**config.mk**
```make
export PLATFORM = sky130hd
export DESIGN_NAME = shift_word_feeder
export DESIGN_NICKNAME = d
export VERILOG_FILES = /design/src/rtl/shift_word_feeder.sv
export SDC_FILE = /design/constraint.sdc
export NUM_CORES = 1
export LEC_CHECK = 0
export BUFFER_PORTS_ARGS = -buffer_cell sky130_fd_sc_hd__buf_4
export CAP_MARGIN = 10
export CORE_MARGIN = 1.5
export CORE_UTILIZATION = 41
export DETAILED_ROUTE_END_ITERATION = 10
export GPL_TIMING_DRIVEN = 0
export HOLD_SLACK_MARGIN = 0.12
export SLEW_MARGIN = 25
export SYNTH_ARGS = -nofsm -noshare
export SYNTH_HDL_FRONTEND = slang
export SYNTH_SLANG_ARGS = --single-unit
```
**constraint.sdc**
```tcl
create_clock -name clock -period 5.6 [get_ports clock]
set_input_delay 1.4 -clock clock [delete_from_list [all_inputs] [get_ports clock]]
set_output_delay 1.4 -clock clock [all_outputs]
set_load 0.03 [all_outputs]
```
**src/rtl/shift_word_feeder.sv**
```systemverilog
// Word buffer and sequencer feeding a parallel-load, shift-left shift register.
// Buffers words in a FIFO, pulses load once per word and reframes the register MSB as a serial stream.
module shift_word_feeder #(
  parameter int N     = 8,
  parameter int DEPTH = 4
) (
  input  logic                         clock,
  input  logic                         reset_n,
  input  logic                         in_valid,
  input  logic [N-1:0]                 in_data,
  output logic                         in_ready,
  output logic                         load,
  output logic [N-1:0]                 data_in,
  input  logic                         shift_msb,
  output logic                         serial_out,
  output logic                         serial_valid,
  output logic                         frame_start,
  output logic                         busy,
  output logic [$clog2(DEPTH+1)-1:0]   level
);

  localparam int AW = (DEPTH > 1) ? $clog2(DEPTH) : 1;
  localparam int LW = $clog2(DEPTH + 1);
  localparam int BW = (N > 1) ? $clog2(N) : 1;

  localparam logic [0:0] IDLE  = 1'b0;
  localparam logic [0:0] SHIFT = 1'b1;

  localparam logic [LW-1:0] LVL_FULL = LW'(DEPTH);
  localparam logic [BW-1:0] LAST_BIT = BW'(N - 1);
  localparam logic [BW-1:0] BIT_ONE  = BW'(1);

  logic [N-1:0]  mem [DEPTH];
  logic [AW-1:0] wr_ptr;
  logic [AW-1:0] rd_ptr;
  logic [LW-1:0] count;
  logic [0:0]    state;
  logic [BW-1:0] bitcnt;

  logic push;
  logic pop;
  logic fifo_empty;
  logic at_last_bit;

  assign fifo_empty  = (count == '0);
  assign in_ready    = (count != LVL_FULL);
  assign push        = in_valid && in_ready;
  assign pop         = load;
  assign at_last_bit = (bitcnt == LAST_BIT);

  // A new word is requested when idle, or on the last bit so the next frame abuts this one.
  always_comb begin
    load = 1'b0;
    if (state == IDLE) begin
      load = !fifo_empty;
    end else if (at_last_bit) begin
      load = !fifo_empty;
    end
  end

  assign data_in = fifo_empty ? '0 : mem[rd_ptr];

  // FIFO storage: data only, never reset
  always_ff @(posedge clock) begin
    if (push) begin
      mem[wr_ptr] <= in_data;
    end
  end

  // FIFO pointers and occupancy; pointer width wraps modulo DEPTH
  always_ff @(posedge clock or negedge reset_n) begin
    if (!reset_n) begin
      wr_ptr <= '0;
      rd_ptr <= '0;
      count  <= '0;
    end else begin
      if (push) wr_ptr <= wr_ptr + AW'(1);
      if (pop)  rd_ptr <= rd_ptr + AW'(1);
      case ({push, pop})
        2'b10:   count <= count + LW'(1);
        2'b01:   count <= count - LW'(1);
        default: count <= count;
      endcase
    end
  end

  // Frame sequencer
  always_ff @(posedge clock or negedge reset_n) begin
    if (!reset_n) begin
      state  <= IDLE;
      bitcnt <= '0;
    end else begin
      case (state)
        IDLE: begin
          bitcnt <= '0;
          if (load) state <= SHIFT;
        end
        default: begin
          if (at_last_bit) begin
            bitcnt <= '0;
            state  <= load ? SHIFT : IDLE;
          end else begin
            bitcnt <= bitcnt + BIT_ONE;
          end
        end
      endcase
    end
  end

  assign serial_valid = (state == SHIFT);
  assign serial_out   = serial_valid && shift_msb;
  assign frame_start  = serial_valid && (bitcnt == '0);
  assign busy         = serial_valid || !fifo_empty;
  assign level        = count;

endmodule

```
==> impl_metrics.env, run 1 <==
export IMPL_powerDensity_nw_per_um2=582
export IMPL_critPathSlowestCell="clkbuf_1"
export IMPL_maxSlewHeadroom_pct=58.7
export IMPL_cap_viol_max_count=0
export IMPL_initial_core_util_pct=42.3
export IMPL_place_hpwl_mm=2.00
export IMPL_outcome="finished, final reports clean"
export IMPL_worstPathMaxFanout=9
export IMPL_grt_usage_pct=14.0
export IMPL_cts_setup_buffers=0
export IMPL_crit_cells=4
export IMPL_vias=931
export IMPL_fillers=384
export IMPL_cts_resized_gates=0
export IMPL_finalMaxSlewViolations=0
export IMPL_r2r_end="level[2]$_DFFE_PN0P_"
export IMPL_critPathTopFamily="buffers and inverters"
export IMPL_arrival_ns=1.83
export IMPL_p_leak_nw=0.894
export IMPL_vdd_drop_max_v=0.000259
export IMPL_final_seq_area_um2=1240
export IMPL_cts_max_level=2
export IMPL_io_pins=29
export IMPL_hold_path_class="reg2reg"
export IMPL_fin_area_um2=2210
export IMPL_endpoint_kind="output pin"
export IMPL_final_setup_viol_count=0
export IMPL_chipWidth_um=69.8
export IMPL_ctsHoldBuffers=0
export IMPL_routed_wl_mm=3.00
export IMPL_r2r_cells=10
export IMPL_multi_input_area_um2=546
export IMPL_overflow=0
export IMPL_cts_made_buffers=5
export IMPL_synth_top_area_cell="edfxtp_1"
export IMPL_cts_buffer_depth=2
export IMPL_antenna_found_initial=0
export IMPL_antenna_left=0
export IMPL_timing_critical_path_to="data_in[6]"
export IMPL_required_ns=4.20
export IMPL_cts_tree="built"
export IMPL_cts_root_buf="clkbuf_8"
export IMPL_final_period_utilization_pct=57.6
export IMPL_first_global_vias=1033
export IMPL_num_rows=24
export IMPL_grt_pass1_wl_mm=5.02
export IMPL_clkTransAtPathRegs_ns=0.07
export IMPL_path_cells="clkbuf_1 -> mux4_2 -> nor2b_1 -> buf_4"
export IMPL_reg2reg_slack_ns=3.25
export IMPL_synth_edf_count=32
export IMPL_drc=0
export IMPL_drtPass1Iterations=4
export IMPL_num_antenna_cells=0
export IMPL_post_synth_top_count_cell="edfxtp_1"
export IMPL_start_kind="flip-flop"
export IMPL_fp_coreArea_um2=4320
export IMPL_finalSetupTns_ns=0
export IMPL_yosys_warnings=0
export IMPL_rsz0062_at_grt="false"
export IMPL_avgSynthCellArea_um2=17.1
export IMPL_worst_pin_slew_ns=0.619
export IMPL_p_total_mw=1.29
export IMPL_synth_top_cell_area_share_pct=52.6
export IMPL_final_nets=163
export IMPL_period_needed_ns=3.23
export IMPL_criticalPathCategory="reg2out"
export IMPL_dpl_cell_area_um2=2100
export IMPL_viasPerCell=4.80
export IMPL_crit_start="rd_ptr[1]$_DFFE_PN0N_"
export IMPL_synth_commonest_cells="edfxtp_1, dfrtp_1, inv_1, nor2b_1"
export IMPL_drive_gt1_share_pct=35.9
export IMPL_synth_flop_cell="edfxtp_1"
export IMPL_cts_sinks=43
export IMPL_final_hold_viol_count=0
export IMPL_place_gp_congestion=0.689
export IMPL_grt_max_degree=14
export IMPL_synth_seq_cells=43
export IMPL_yosysSeqAreaShare_pct=67.6
export IMPL_fin_skew_ns=0.00377
export IMPL_area_delta_synth_final_pct=20.9
export IMPL_crit_buf_inv=2
export IMPL_drtIter0Drc=45
export IMPL_r2r_start="bitcnt[0]$_DFF_PN0_"
export IMPL_fp_dieArea_um2=4870
export IMPL_synth_cell_types=22
export IMPL_clk_latency_ns=0.29
export IMPL_wl_per_cell_um=15.5
export IMPL_max_freq_mhz=310
export IMPL_ys_async_sr_fraction_pct=25.6
export IMPL_die_h_um=69.8
export IMPL_synth_nets=128
export IMPL_yosys_top_cells_area="edfxtp_1, dfrtp_1, mux4_2"
export IMPL_cpPeakStageDelay_ns=0.48
export IMPL_portBuffers=28
export IMPL_postSynthCellCount=107
export IMPL_syn_cell_area_um2=1830
==> metal layers <==
| layer | part of all wire, % | track usage (%) | up-vias |
|---|---|---|---|
| met5 | 0 | 0 | - |
| met4 | 1.5 | 4.49 | 0 |
| met3 | 4.6 | 5.67 | 5 |
| met2 | 49 | 21.7 | 19 |
| met1 | 44 | 18.2 | 458 |
| li1 | - | - | 449 |
==> metrics by stage <==
stage	hold WS [ns]	std cells	utilization (%)	setup slack (ns)
after floorplan	0.432	107	-	2.52
after global placement	0.461	187	48.6	2.40
after detailed placement	0.460	187	48.6	2.39
after CTS	0.473	194	51.1	2.34
after global routing	0.501	194	51.1	2.23
final	0.464	194	51.1	2.37
==> cells by family after synthesis <==
logic type      share of synthesized area [%]
flops                                    67.6
simple gates                             9.45
buf+inv                                  2.53
mux                                      10.7
fa+ha+maj                                6.57
xor+xnor                                 2.87
compound gates                          0.274
==> sequential cells by signal, summed over array words and instances (netlist names) <==
| register | count |
|---|---|
| level | 3 |
| bitcnt | 3 |
| rd_ptr | 2 |
| mem | 32 |
| serial_valid | 1 |
| wr_ptr | 2 |
==> worst register-to-register path, stage by stage (launching register included) <==
cell and delay, ns:
dfrtp_1 0.37, ha_1 0.16, ha_1 0.14, nand2b_1 0.19, nor2b_1 0.30, ha_1 0.25
inv_1 0.07, fa_1 0.38, xor2_1 0.15, nor2_1 0.11, xor2_1 0.15
==> worst min-delay path by stage <==
stage,to,slack [ns],cells after the start,start
after global placement,bitcnt[0]$_DFF_PN0_,0.46,1,bitcnt[0]$_DFF_PN0_
after CTS,bitcnt[0]$_DFF_PN0_,0.47,1,bitcnt[0]$_DFF_PN0_
final,bitcnt[0]$_DFF_PN0_,0.46,1,bitcnt[0]$_DFF_PN0_
after detailed placement,bitcnt[0]$_DFF_PN0_,0.46,1,bitcnt[0]$_DFF_PN0_
after floorplan,bitcnt[0]$_DFF_PN0_,0.43,1,bitcnt[0]$_DFF_PN0_
after global routing,bitcnt[0]$_DFF_PN0_,0.50,1,bitcnt[0]$_DFF_PN0_
==> cell usage in the layout, fill, tap and decap left out, types with 2 or more instances in the layout <==
master,synthesis,final
ha_1,8,8
clkbuf_8,0,5
edfxtp_1,32,32
xor2_1,4,4
inv_1,9,9
and3b_1,2,2
dfrtp_1,11,11
buf_4,0,28
nor2b_1,9,9
and2_1,2,2
and3_2,4,4
nor2_1,3,3
clkbuf_1,2,2
nand2_1,2,2
xnor2_1,2,2
nand2b_1,2,2
mux4_2,8,8
==> report_power, final <==
part / switching, mW / internal, mW / leakage (nW)
logic: 0.331 / 0.251 / 0.423
clock network: 0.101 / 0.130 / 0.0502
registers: 0.0387 / 0.435 / 0.420
==> cell type report <==
cell class | count | share of cell area (%)
sequential | 43 | 55.9
multi-input combinational | 52 | 24.7
timing repair buffer | 28 | 9.51
clock buffer | 5 | 3.11
tap | 52 | 2.94
clock inverter | 2 | 1.70
inverter | 9 | 1.53
buffer | 3 | 0.566
(Power assumes the default switching activity.)
==> run 2: changes to the inputs <==
clock period = 2.6 ns   (was 5.6 ns; I/O delays follow)
==> run 2 against run 1 <==
Power is 120% higher. Design area hardly changed. Via count stayed put. Setup slack worse by 2.2 ns. Global-route usage stayed put. Final cell count stayed put. Largest power group unchanged.
==> impl_metrics.env, run 2 (synthesized netlist as in run 1, its figures left out) <==
export IMPL_power_switching_mw=1.01
export IMPL_ctsHoldBuffers=0
export IMPL_vdd_drop_max_v=0.000558
export IMPL_max_freq_mhz=407
export IMPL_place_gp_congestion=0.689
export IMPL_chipWidth_um=69.8
export IMPL_finalMaxSlewViolations=0
export IMPL_die_h_um=69.8
export IMPL_num_antenna_cells=0
export IMPL_instances_no_fill=194
export IMPL_final_common_cell="edfxtp_1"
export IMPL_wl_per_cell_um=15.5
export IMPL_r2r_cells=10
export IMPL_io_pins=29
export IMPL_largest_reg_flops=32
export IMPL_overflow=0
export IMPL_num_rows=24
export IMPL_maxSlewHeadroom_pct=58.7
export IMPL_viasPerCell=4.80
export IMPL_timing_critical_path_to="data_in[6]"
export IMPL_final_nets=163
export IMPL_arrival_ns=1.81
export IMPL_fp_coreArea_um2=4320
export IMPL_grt_max_degree=14
export IMPL_final_cell_mix="edfxtp_1, buf_4, dfrtp_1"
export IMPL_final_period_utilization_pct=94.6
export IMPL_finalSetupTns_ns=0
export IMPL_cts_made_buffers=5
export IMPL_cts_sinks=43
export IMPL_crit_start="rd_ptr[1]$_DFFE_PN0N_"
export IMPL_combPwrFrac_pct=45.3
export IMPL_cts_buffer_depth=2
export IMPL_hold_path_class="in2async"
export IMPL_clk_latency_ns=0.29
export IMPL_rsz0062_at_grt="false"
export IMPL_antenna_left=0
export IMPL_portBuffers=28
export IMPL_final_setup_viol_count=0
export IMPL_drtPass1Iterations=4
export IMPL_r2r_start="bitcnt[0]$_DFF_PN0_"
export IMPL_cts_tree="built"
export IMPL_cts_max_level=2
export IMPL_area_delta_synth_final_pct=20.9
export IMPL_period_needed_ns=2.46
export IMPL_routed_wl_mm=3.00
export IMPL_regMostFlops="mem"
export IMPL_grt_usage_pct=14.0
export IMPL_vias=931
export IMPL_cts_root_buf="clkbuf_8"
export IMPL_internal_power_mw=1.76
export IMPL_grt_pass1_wl_mm=5.02
export IMPL_first_global_vias=1033
export IMPL_switching_share_pct=36.6
export IMPL_endpoint_kind="output pin"
export IMPL_r2r_end="level[2]$_DFFE_PN0P_"
export IMPL_clkTransAtPathRegs_ns=0.08
export IMPL_p_leak_nw=0.897
export IMPL_antenna_found_initial=0
export IMPL_worst_pin_slew_ns=0.619
export IMPL_p_seq_share_pct=36.8
export IMPL_final_hold_viol_count=0
export IMPL_cts_setup_buffers=0
export IMPL_place_ws_ns=0.288
export IMPL_required_ns=1.95
export IMPL_drive_gt1_share_pct=36.6
export IMPL_fp_dieArea_um2=4870
export IMPL_placed_cells=187
export IMPL_drtIter0Drc=45
export IMPL_drc=0
export IMPL_criticalPathCategory="reg2out"
export IMPL_worstPathMaxFanout=9
export IMPL_finalWorstSetupSlack_ns=0.140
export IMPL_start_kind="flip-flop"
export IMPL_fin_skew_ns=0.00377
export IMPL_initial_core_util_pct=42.3
export IMPL_reg2reg_slack_ns=0.25
export IMPL_outcome="finished, final reports clean"
export IMPL_p_clk_share_pct=18.0
export IMPL_powerDensity_nw_per_um2=1250
export IMPL_cap_viol_max_count=0
export IMPL_place_hpwl_mm=2.00
==> run 2: cell counts in the layout (fill, tap and decap cells not counted) <==
Identical to the previous run, type by type.
==> run 2: metal layers <==
metal | global-route usage (%) | part of all wire (%) | wire, um
met5 | 0 | 0 | 0
met4 | 4.49 | 1.5 | 45
met1 | 18.2 | 44 | 1330
met3 | 5.67 | 4.6 | 138
met2 | 21.7 | 49 | 1480
==> run 2: area by class of cell <==
type / count / area, um^2
Clock buffer: 5 / 68.8
Fill cell: 383 / 2110
Inverter: 9 / 33.8
Clock inverter: 2 / 37.5
Sequential cell: 43 / 1240
Buffer: 3 / 13.8
Tap cell: 52 / 65.1
Timing Repair Buffer: 28 / 210
Multi-Input combinational cell: 52 / 546
==> run 2: worst min-delay path by stage <==
stage,startpoint,to,slack [ns],depth (start not counted)
final,reset_n,level[1]$_DFFE_PN0P_,0.18,1
after global routing,reset_n,bitcnt[1]$_DFF_PN0_,0.17,1
after CTS,reset_n,level[0]$_DFFE_PN0P_,0.17,1
after detailed placement,bitcnt[0]$_DFF_PN0_,bitcnt[0]$_DFF_PN0_,0.46,1
after global placement,bitcnt[0]$_DFF_PN0_,bitcnt[0]$_DFF_PN0_,0.46,1
after floorplan,reset_n,bitcnt[0]$_DFF_PN0_,0.35,0
==> run 2: timing repair <==
action                                 in CTS  in global routing
endpoints found under the hold margin       0                  0
setup endpoints to repair                   0                  8
gates resized for setup                     0                  2
==> run 2: power groups by stage <==
stage	Clock (mW)	Combinational (mW)	Sequential, mW
floorplan	0	0.843	1.07
global placement	0	1.25	1.03
detailed placement	0	1.27	1.04
CTS	0.513	1.28	1.02
global route	0.545	1.38	1.05
finish	0.498	1.26	1.02
==> run 2: critical path, cell delays in order (launching register included) <==
cell and delay, ns:
dfrtp_1 0.32, clkbuf_1 0.48, mux4_2 0.40, nor2b_1 0.14
buf_4 0.17
==> run 2: through the flow <==
step                hold slack, ns  utilization (%)  total power, mW  area [um^2]
global route                 0.169             51.1             2.97         2210
finish                       0.176             51.1             2.77         2210
floorplan                    0.354                -             1.91         1830
detailed placement           0.460             48.6             2.30         2100
CTS                          0.172             51.1             2.82         2210
global placement             0.461             48.6             2.28         2100
